[config.mk]
export PLATFORM = sky130hd
export DESIGN_NAME = alu_shift_seq
export DESIGN_NICKNAME = d
export VERILOG_FILES = /design/src/rtl/alu_shift_pkg.sv /design/src/rtl/alu_shift_step.sv /design/src/rtl/alu_shift_seq.sv
export SDC_FILE = /design/constraint.sdc
export NUM_CORES = 1
export LEC_CHECK = 0
export CORE_ASPECT_RATIO = 0.6
export CORE_UTILIZATION = 50
export CTS_BUF_LIST = sky130_fd_sc_hd__clkbuf_8
export DETAILED_ROUTE_END_ITERATION = 12
export PLACE_DENSITY = 0.76
export SYNTH_ARGS = -nofsm -noshare
export SYNTH_HDL_FRONTEND = slang
export SYNTH_HIERARCHICAL = 1
export SYNTH_SLANG_ARGS = --single-unit
[constraint.sdc]
create_clock -name clk -period 1.95 [get_ports clk]
set_input_delay 0.195 -clock clk [delete_from_list [all_inputs] [get_ports clk]]
set_output_delay 0.195 -clock clk [all_outputs]
set_load 0.02 [all_outputs]
[src/rtl/alu_shift_pkg.sv]
// Shared encodings for the multi-cycle shift/rotate engine: opcodes, sizes,
// CCR bit positions and the sequencer state type.
package alu_shift_pkg;

  localparam logic [2:0] OP_ASL  = 3'd0;
  localparam logic [2:0] OP_ASR  = 3'd1;
  localparam logic [2:0] OP_LSL  = 3'd2;
  localparam logic [2:0] OP_LSR  = 3'd3;
  localparam logic [2:0] OP_ROXL = 3'd4;
  localparam logic [2:0] OP_ROXR = 3'd5;
  localparam logic [2:0] OP_ROL  = 3'd6;
  localparam logic [2:0] OP_ROR  = 3'd7;

  localparam logic [1:0] SZ_BYTE = 2'b00;
  localparam logic [1:0] SZ_WORD = 2'b01;
  localparam logic [1:0] SZ_LONG = 2'b10;

  localparam int CF = 0;
  localparam int VF = 1;
  localparam int ZF = 2;
  localparam int NF = 3;
  localparam int XF = 4;

  typedef enum logic [1:0] {
    ST_IDLE,
    ST_LOAD,
    ST_SHIFT,
    ST_FINISH
  } state_e;

  // Index of the operand MSB for a size code; 2'b11 behaves as long.
  function automatic int activeMsb(input logic [1:0] sz);
    case (sz)
      SZ_BYTE: activeMsb = 7;
      SZ_WORD: activeMsb = 15;
      default: activeMsb = 31;
    endcase
  endfunction

endpackage

[src/rtl/alu_shift_step.sv]
// One-bit shift/rotate of the active operand width; bits above the active
// width pass through untouched.
module alu_shift_step
  import alu_shift_pkg::*;
#(
  parameter int DATA_W = 32
) (
  input  logic [DATA_W-1:0] dataIn,
  input  logic [1:0]        size,
  input  logic [2:0]        op,
  input  logic              xIn,
  output logic [DATA_W-1:0] dataOut,
  output logic              outBit,
  output logic              msbChg
);

  localparam int IW = (DATA_W > 1) ? $clog2(DATA_W) : 1;

  int                msbInt;
  logic [IW-1:0]     msbIdx;
  logic [DATA_W-1:0] mask;
  logic [DATA_W-1:0] shifted;
  logic              insBit;

  always_comb begin
    msbInt = activeMsb(size);
    if (msbInt > DATA_W - 1) msbInt = DATA_W - 1;
    msbIdx = IW'(msbInt);
    for (int i = 0; i < DATA_W; i++) mask[i] = (i <= msbInt);

    // Even opcodes shift left, odd opcodes shift right.
    outBit = op[0] ? dataIn[0] : dataIn[msbIdx];

    case (op)
      OP_ASR:           insBit = dataIn[msbIdx];
      OP_ROXL, OP_ROXR: insBit = xIn;
      OP_ROL, OP_ROR:   insBit = outBit;
      default:          insBit = 1'b0;
    endcase

    if (!op[0]) begin
      shifted = {dataIn[DATA_W-2:0], insBit};
    end else begin
      shifted         = (dataIn & mask) >> 1;
      shifted[msbIdx] = insBit;
    end

    dataOut = (dataIn & ~mask) | (shifted & mask);
    msbChg  = dataOut[msbIdx] ^ dataIn[msbIdx];
  end

endmodule

[src/rtl/alu_shift_seq.sv]
// Multi-cycle 68k shift/rotate engine: STEP_BITS single-bit steps per enabled
// cycle, start/busy/done handshake, 68k-exact result and condition codes.
module alu_shift_seq
  import alu_shift_pkg::*;
#(
  parameter int DATA_W    = 32,
  parameter int CNT_W     = 6,
  parameter int STEP_BITS = 1
) (
  input  logic              clk,
  input  logic              pwrUp_n,
  input  logic              en,
  input  logic              start,
  input  logic              abort,
  input  logic [2:0]        op,
  input  logic [1:0]        size,
  input  logic [CNT_W-1:0]  count,
  input  logic [DATA_W-1:0] operand,
  input  logic              xIn,
  output logic              busy,
  output logic              done,
  output logic [DATA_W-1:0] result,
  output logic [4:0]        ccrOut,
  output logic [4:0]        ccrMask
);

  localparam int IW = (DATA_W > 1) ? $clog2(DATA_W) : 1;

  state_e            state;
  logic [2:0]        opReg;
  logic [1:0]        sizeReg;
  logic [CNT_W-1:0]  remaining;
  logic [DATA_W-1:0] work;
  logic              xReg;
  logic              cReg;
  logic              vReg;
  logic              zeroCnt;

  logic              isRot;
  logic [CNT_W-1:0]  stepCnt;
  int                msbInt;
  logic [IW-1:0]     msbIdx;
  logic [DATA_W-1:0] activeMask;

  logic [DATA_W-1:0] stepIn   [STEP_BITS];
  logic [DATA_W-1:0] stepOut  [STEP_BITS];
  logic              stepXIn  [STEP_BITS];
  logic              stepXOut [STEP_BITS];
  logic              stepVIn  [STEP_BITS];
  logic              stepVOut [STEP_BITS];
  logic              stepB    [STEP_BITS];
  logic              stepChg  [STEP_BITS];

  logic [DATA_W-1:0] nextData;
  logic              nextX;
  logic              nextC;
  logic              nextV;

  assign isRot = (opReg == OP_ROL) || (opReg == OP_ROR);

  always_comb begin
    msbInt = activeMsb(sizeReg);
    if (msbInt > DATA_W - 1) msbInt = DATA_W - 1;
    msbIdx = IW'(msbInt);
    for (int i = 0; i < DATA_W; i++) activeMask[i] = (i <= msbInt);
  end

  // Chain of single-bit steppers; X threads through so ROXL/ROXR rotate W+1 bits.
  for (genvar g = 0; g < STEP_BITS; g++) begin : gStep
    if (g == 0) begin : gFirst
      assign stepIn[g]  = work;
      assign stepXIn[g] = xReg;
      assign stepVIn[g] = vReg;
    end else begin : gNext
      assign stepIn[g]  = stepOut[g-1];
      assign stepXIn[g] = stepXOut[g-1];
      assign stepVIn[g] = stepVOut[g-1];
    end

    alu_shift_step #(.DATA_W(DATA_W)) uStep (
      .dataIn (stepIn[g]),
      .size   (sizeReg),
      .op     (opReg),
      .xIn    (stepXIn[g]),
      .dataOut(stepOut[g]),
      .outBit (stepB[g]),
      .msbChg (stepChg[g])
    );

    assign stepXOut[g] = isRot ? stepXIn[g] : stepB[g];
    assign stepVOut[g] = stepVIn[g] | stepChg[g];
  end

  // The final step of an operation may shift fewer than STEP_BITS bits.
  always_comb begin
    stepCnt  = (remaining >= CNT_W'(STEP_BITS)) ? CNT_W'(STEP_BITS) : remaining;
    nextData = stepOut[0];
    nextX    = stepXOut[0];
    nextC    = stepB[0];
    nextV    = stepVOut[0];
    for (int i = 0; i < STEP_BITS; i++) begin
      if (CNT_W'(i + 1) == stepCnt) begin
        nextData = stepOut[i];
        nextX    = stepXOut[i];
        nextC    = stepB[i];
        nextV    = stepVOut[i];
      end
    end
  end

  always_ff @(posedge clk or negedge pwrUp_n) begin
    if (!pwrUp_n) begin
      state     <= ST_IDLE;
      busy      <= 1'b0;
      done      <= 1'b0;
      result    <= '0;
      ccrOut    <= '0;
      ccrMask   <= '0;
      remaining <= '0;
      opReg     <= '0;
      sizeReg   <= '0;
      work      <= '0;
      xReg      <= 1'b0;
      cReg      <= 1'b0;
      vReg      <= 1'b0;
      zeroCnt   <= 1'b0;
    end else if (en) begin
      if (abort) begin
        state <= ST_IDLE;
        busy  <= 1'b0;
        done  <= 1'b0;
      end else begin
        case (state)
          ST_IDLE: begin
            done <= 1'b0;
            if (start) begin
              opReg     <= op;
              sizeReg   <= size;
              remaining <= count;
              work      <= operand;
              xReg      <= xIn;
              cReg      <= (op == OP_ROXL || op == OP_ROXR) ? xIn : 1'b0;
              vReg      <= 1'b0;
              zeroCnt   <= (count == '0);
              busy      <= 1'b1;
              state     <= ST_LOAD;
            end
          end
          ST_LOAD: begin
            state <= (remaining != '0) ? ST_SHIFT : ST_FINISH;
          end
          ST_SHIFT: begin
            work      <= nextData;
            xReg      <= nextX;
            cReg      <= nextC;
            vReg      <= nextV;
            remaining <= remaining - stepCnt;
            if (remaining == stepCnt) state <= ST_FINISH;
          end
          ST_FINISH: begin
            result      <= work;
            ccrOut[XF]  <= xReg;
            ccrOut[NF]  <= work[msbIdx];
            ccrOut[ZF]  <= ((work & activeMask) == '0);
            ccrOut[VF]  <= (opReg == OP_ASL) && vReg;
            ccrOut[CF]  <= cReg;
            ccrMask     <= {~(isRot | zeroCnt), 4'b1111};
            done        <= 1'b1;
            busy        <= 1'b0;
            state       <= ST_IDLE;
          end
          default: state <= ST_IDLE;
        endcase
      end
    end
  end

endmodule

==> out/summary.txt <==
via/cell ratio - 5.60
Critical Path Slowest Stage Cell - dfrtp_1
largest cells by area after synthesis - dfrtp_1, mux2i_1, mux2_4
total number of vias - 3958
num ports - 93
Clk pwr share - 11.7%
Synth Area in XOR/XNOR - 0.172%
largest net degree at the start of global routing - 73
RSZ-0062 raised after global routing - false
worst setup margin - 0.117 ns
hpwl dp - 8.76 mm
Place WS - 0.0169 ns
Num CTS Buffers - 9
post-synthesis compound-gate area fraction - 11.8%
adder-cell share of the synthesized area - 1.47%
share of cells above drive strength 1 - 18.7%
placeable core region - 0.00988 sq mm
Syn Area/Cell - 10.9 sq um
Seq/Total Area, Yosys - 44.1%
area leader, netlist - dfrtp_1
Overall Global Routing Usage - 24.6%
Peak VDD IR - 0.000782 V
Leak - 2.92 nW
Slew headroom - 70.9%
wire per inst - 17.9 um
worst-skew pair later-pin latency - 0.37 ns
Total Power - 10.5 mW
main combinational cell family by area after synthesis - multiplexers
vias in the first global route - 3846
Slew Viols, Final - 0
Setup crit end - remaining[2]$_DFFE_PN0P_
sequential share of power - 35.6%
final hold vios - 0
Crit. End Element - flop
Tcrit/Tclk final - 94.0%
initial antenna violation count - 0
Area Overhead vs Synth - 26.8%
Tmin final - 1.83 ns
CP Max Fanout - 6
largest stage delay on the critical path - 0.43 ns
crit path DAT - 2.10 ns
Core Rows - 28
Post-synth EDFFs - 0
clock sink count - 90
Antenna Cells - 0
cells after synthesis - 470
internal power - 6.12 mW
Slew @ Worst Pin - 0.436 ns
CP Depth - 6
GP Congestion - 0.879
Die Ht - 80.3 um
Most used DFF post-synth - dfrtp_1
Pre-antenna DRT Iters - 5
CP bufs+invs - 1
flops & latches, synth - 90
global-route wire length before repair - 20.0 mm
Combinational Power Share - 52.7%
CTS tree - built
CP startpoint - state[1]$_DFFE_PN0P_
Setup TNS - 0 ns
net count after synthesis - 525
CP Data Required Time - 2.21 ns
synth unique cells - 58
Routed Antenna Nets - 0
Async S/R FF share, synth - 100%
Fill cells - 782
Sw Pwr - 4.40 mW
DP Cell Count - 688
Synth top area share - 44.1%
Hold Path Class - in2async
outcome - finished clean
final setup fails - 0
fin cells - 707
CP Cell Sequence - inv_1 -> ha_2 -> mux2_4 -> nand2_4 -> nor2_1 -> a221o_1
starting density of the core - 51.7%
CP delay by family, top - flip-flops
Longest Clk Path Bufs - 2
commonest cells in the netlist - dfrtp_1, mux2i_1, o21ai_0
r2r endpoint - remaining[2]$_DFFE_PN0P_
1st-iter DRT viols - 295
RR Startpoint - state[1]$_DFFE_PN0P_
PortBufs - 92
Clk pin slew, worst setup/hold paths - 0.09 ns
Die Area - 0.0106 sq mm
mux contribution to synthesized area - 25.7%
FMAX - 545 MHz
final wirelength - 12.6 mm
root buf cell - clkbuf_8
Final #Nets - 622
Cell Pwr Density - 1630 mW/mm^2
Worst R2R Path Depth - 6
count leader, synth - dfrtp_1
max cap viols - 0
critical path type - reg2reg
R2R setup slack - 0.12 ns
Syn. warnings - 6
simple-gate area share of the yosys netlist - 11.6%
clk_skew - 0.00608 ns
CP startpoint kind - flop
H-tree Lvls - 3
DRC - 0
Die W - 132 um
Switching Fraction - 41.8%
Mapped Area - 0.00510 sq mm
grt ovf - 0
## cell type report
class,count,area (sq um),share of cell area [%]
multi-input combinational,338,2610,40.4
sequential,90,2250,34.8
timing repair buffer,117,1210,18.6
tap,135,169,2.61
clock buffer,12,165,2.55
inverter,11,41.3,0.638
clock inverter,4,23.8,0.367
## how the worst min path moves through the flow
stage | cells past startpoint | slack, ns | start | endpoint
after CTS | 2 | 0.20 | pwrUp_n | result[27]$_DFFE_PN0P_
final | 2 | 0.21 | pwrUp_n | result[27]$_DFFE_PN0P_
after floorplan | 0 | -0.10 | pwrUp_n | busy$_DFFE_PN0P_
after detailed placement | 1 | 0.06 | pwrUp_n | result[27]$_DFFE_PN0P_
after global routing | 2 | 0.21 | pwrUp_n | result[27]$_DFFE_PN0P_
after global placement | 1 | 0.06 | pwrUp_n | result[31]$_DFFE_PN0P_
## routing by layer
layer  wire length, um  global-route usage [%]
met1              6190                    34.4
met2              5530                    36.6
met3               759                    6.94
met4               145                    7.70
met5                 0                       0
## through the flow
stage / instance area, sq um / hold WS [ns] / utilization [%]
global placement: 6200 / 0.0608 / 62.8
floorplan: 5100 / -0.101 / -
global route: 6470 / 0.208 / 65.5
finish: 6470 / 0.213 / 65.5
detailed placement: 6200 / 0.0609 / 62.8
CTS: 6400 / 0.204 / 64.8
## cell families after synthesis
| logic type | after synthesis |
|---|---|
| simple gates | 118 |
| mux | 112 |
| compound gates | 101 |
| flops | 90 |
| buf+inv | 42 |
| fa+ha+maj | 6 |
| xor+xnor | 1 |
## placed cells by master, fill, tap and decap left out, types with 4 or more instances in the layout
| cell | instances |
|---|---|
| nor4_1 | 9 |
| nand2_1 | 49 |
| a21oi_1 | 25 |
| mux2_4 | 32 |
| o21ai_0 | 51 |
| clkdlybuf4s50_1 | 91 |
| dfrtp_1 | 89 |
| buf_4 | 18 |
| buf_12 | 5 |
| nor2_1 | 28 |
| nor3_1 | 5 |
| ha_1 | 4 |
| mux2_2 | 14 |
| clkbuf_8 | 12 |
| mux2i_1 | 63 |
| inv_1 | 10 |
## what timing repair did
item,CTS,global route
resized for setup,0,6
hold buffers,1,0
setup buffers,0,0
hold endpoints to repair,64,0
endpoints found under the setup margin,0,39
## registers in the layout, indices dropped and copies added (netlist names)
signal / count
stepVIn: 1
opReg: 3
cReg: 1
ccrOut: 5
stepXIn: 1
done: 1
sizeReg: 2
result: 32
remaining: 6
state: 2
busy: 1
ccrMask: 2
stepIn: 32
zeroCnt: 1
## power by group through the flow
stage / clock network, mW / registers (mW) / logic, mW
after floorplan: 0 / 3.95 / 3.35
after global placement: 0 / 3.71 / 5.24
after detailed placement: 0 / 3.73 / 5.44
after CTS: 1.27 / 3.71 / 5.47
after global routing: 1.34 / 3.88 / 6.03
final: 1.23 / 3.75 / 5.54
## worst register-to-register path: cells and delay by family (launching register included)
family | cells | cell delay [ns]
adder cells (fa/ha/maj) | 1 | 0.25
flip-flops | 1 | 0.43
AND/OR/NAND/NOR | 2 | 0.24
multiplexers | 1 | 0.36
AO/OA/AOI/OAI | 1 | 0.30
buffers and inverters | 1 | 0.15
No activity file was read; power rests on OpenSTA's default activity.
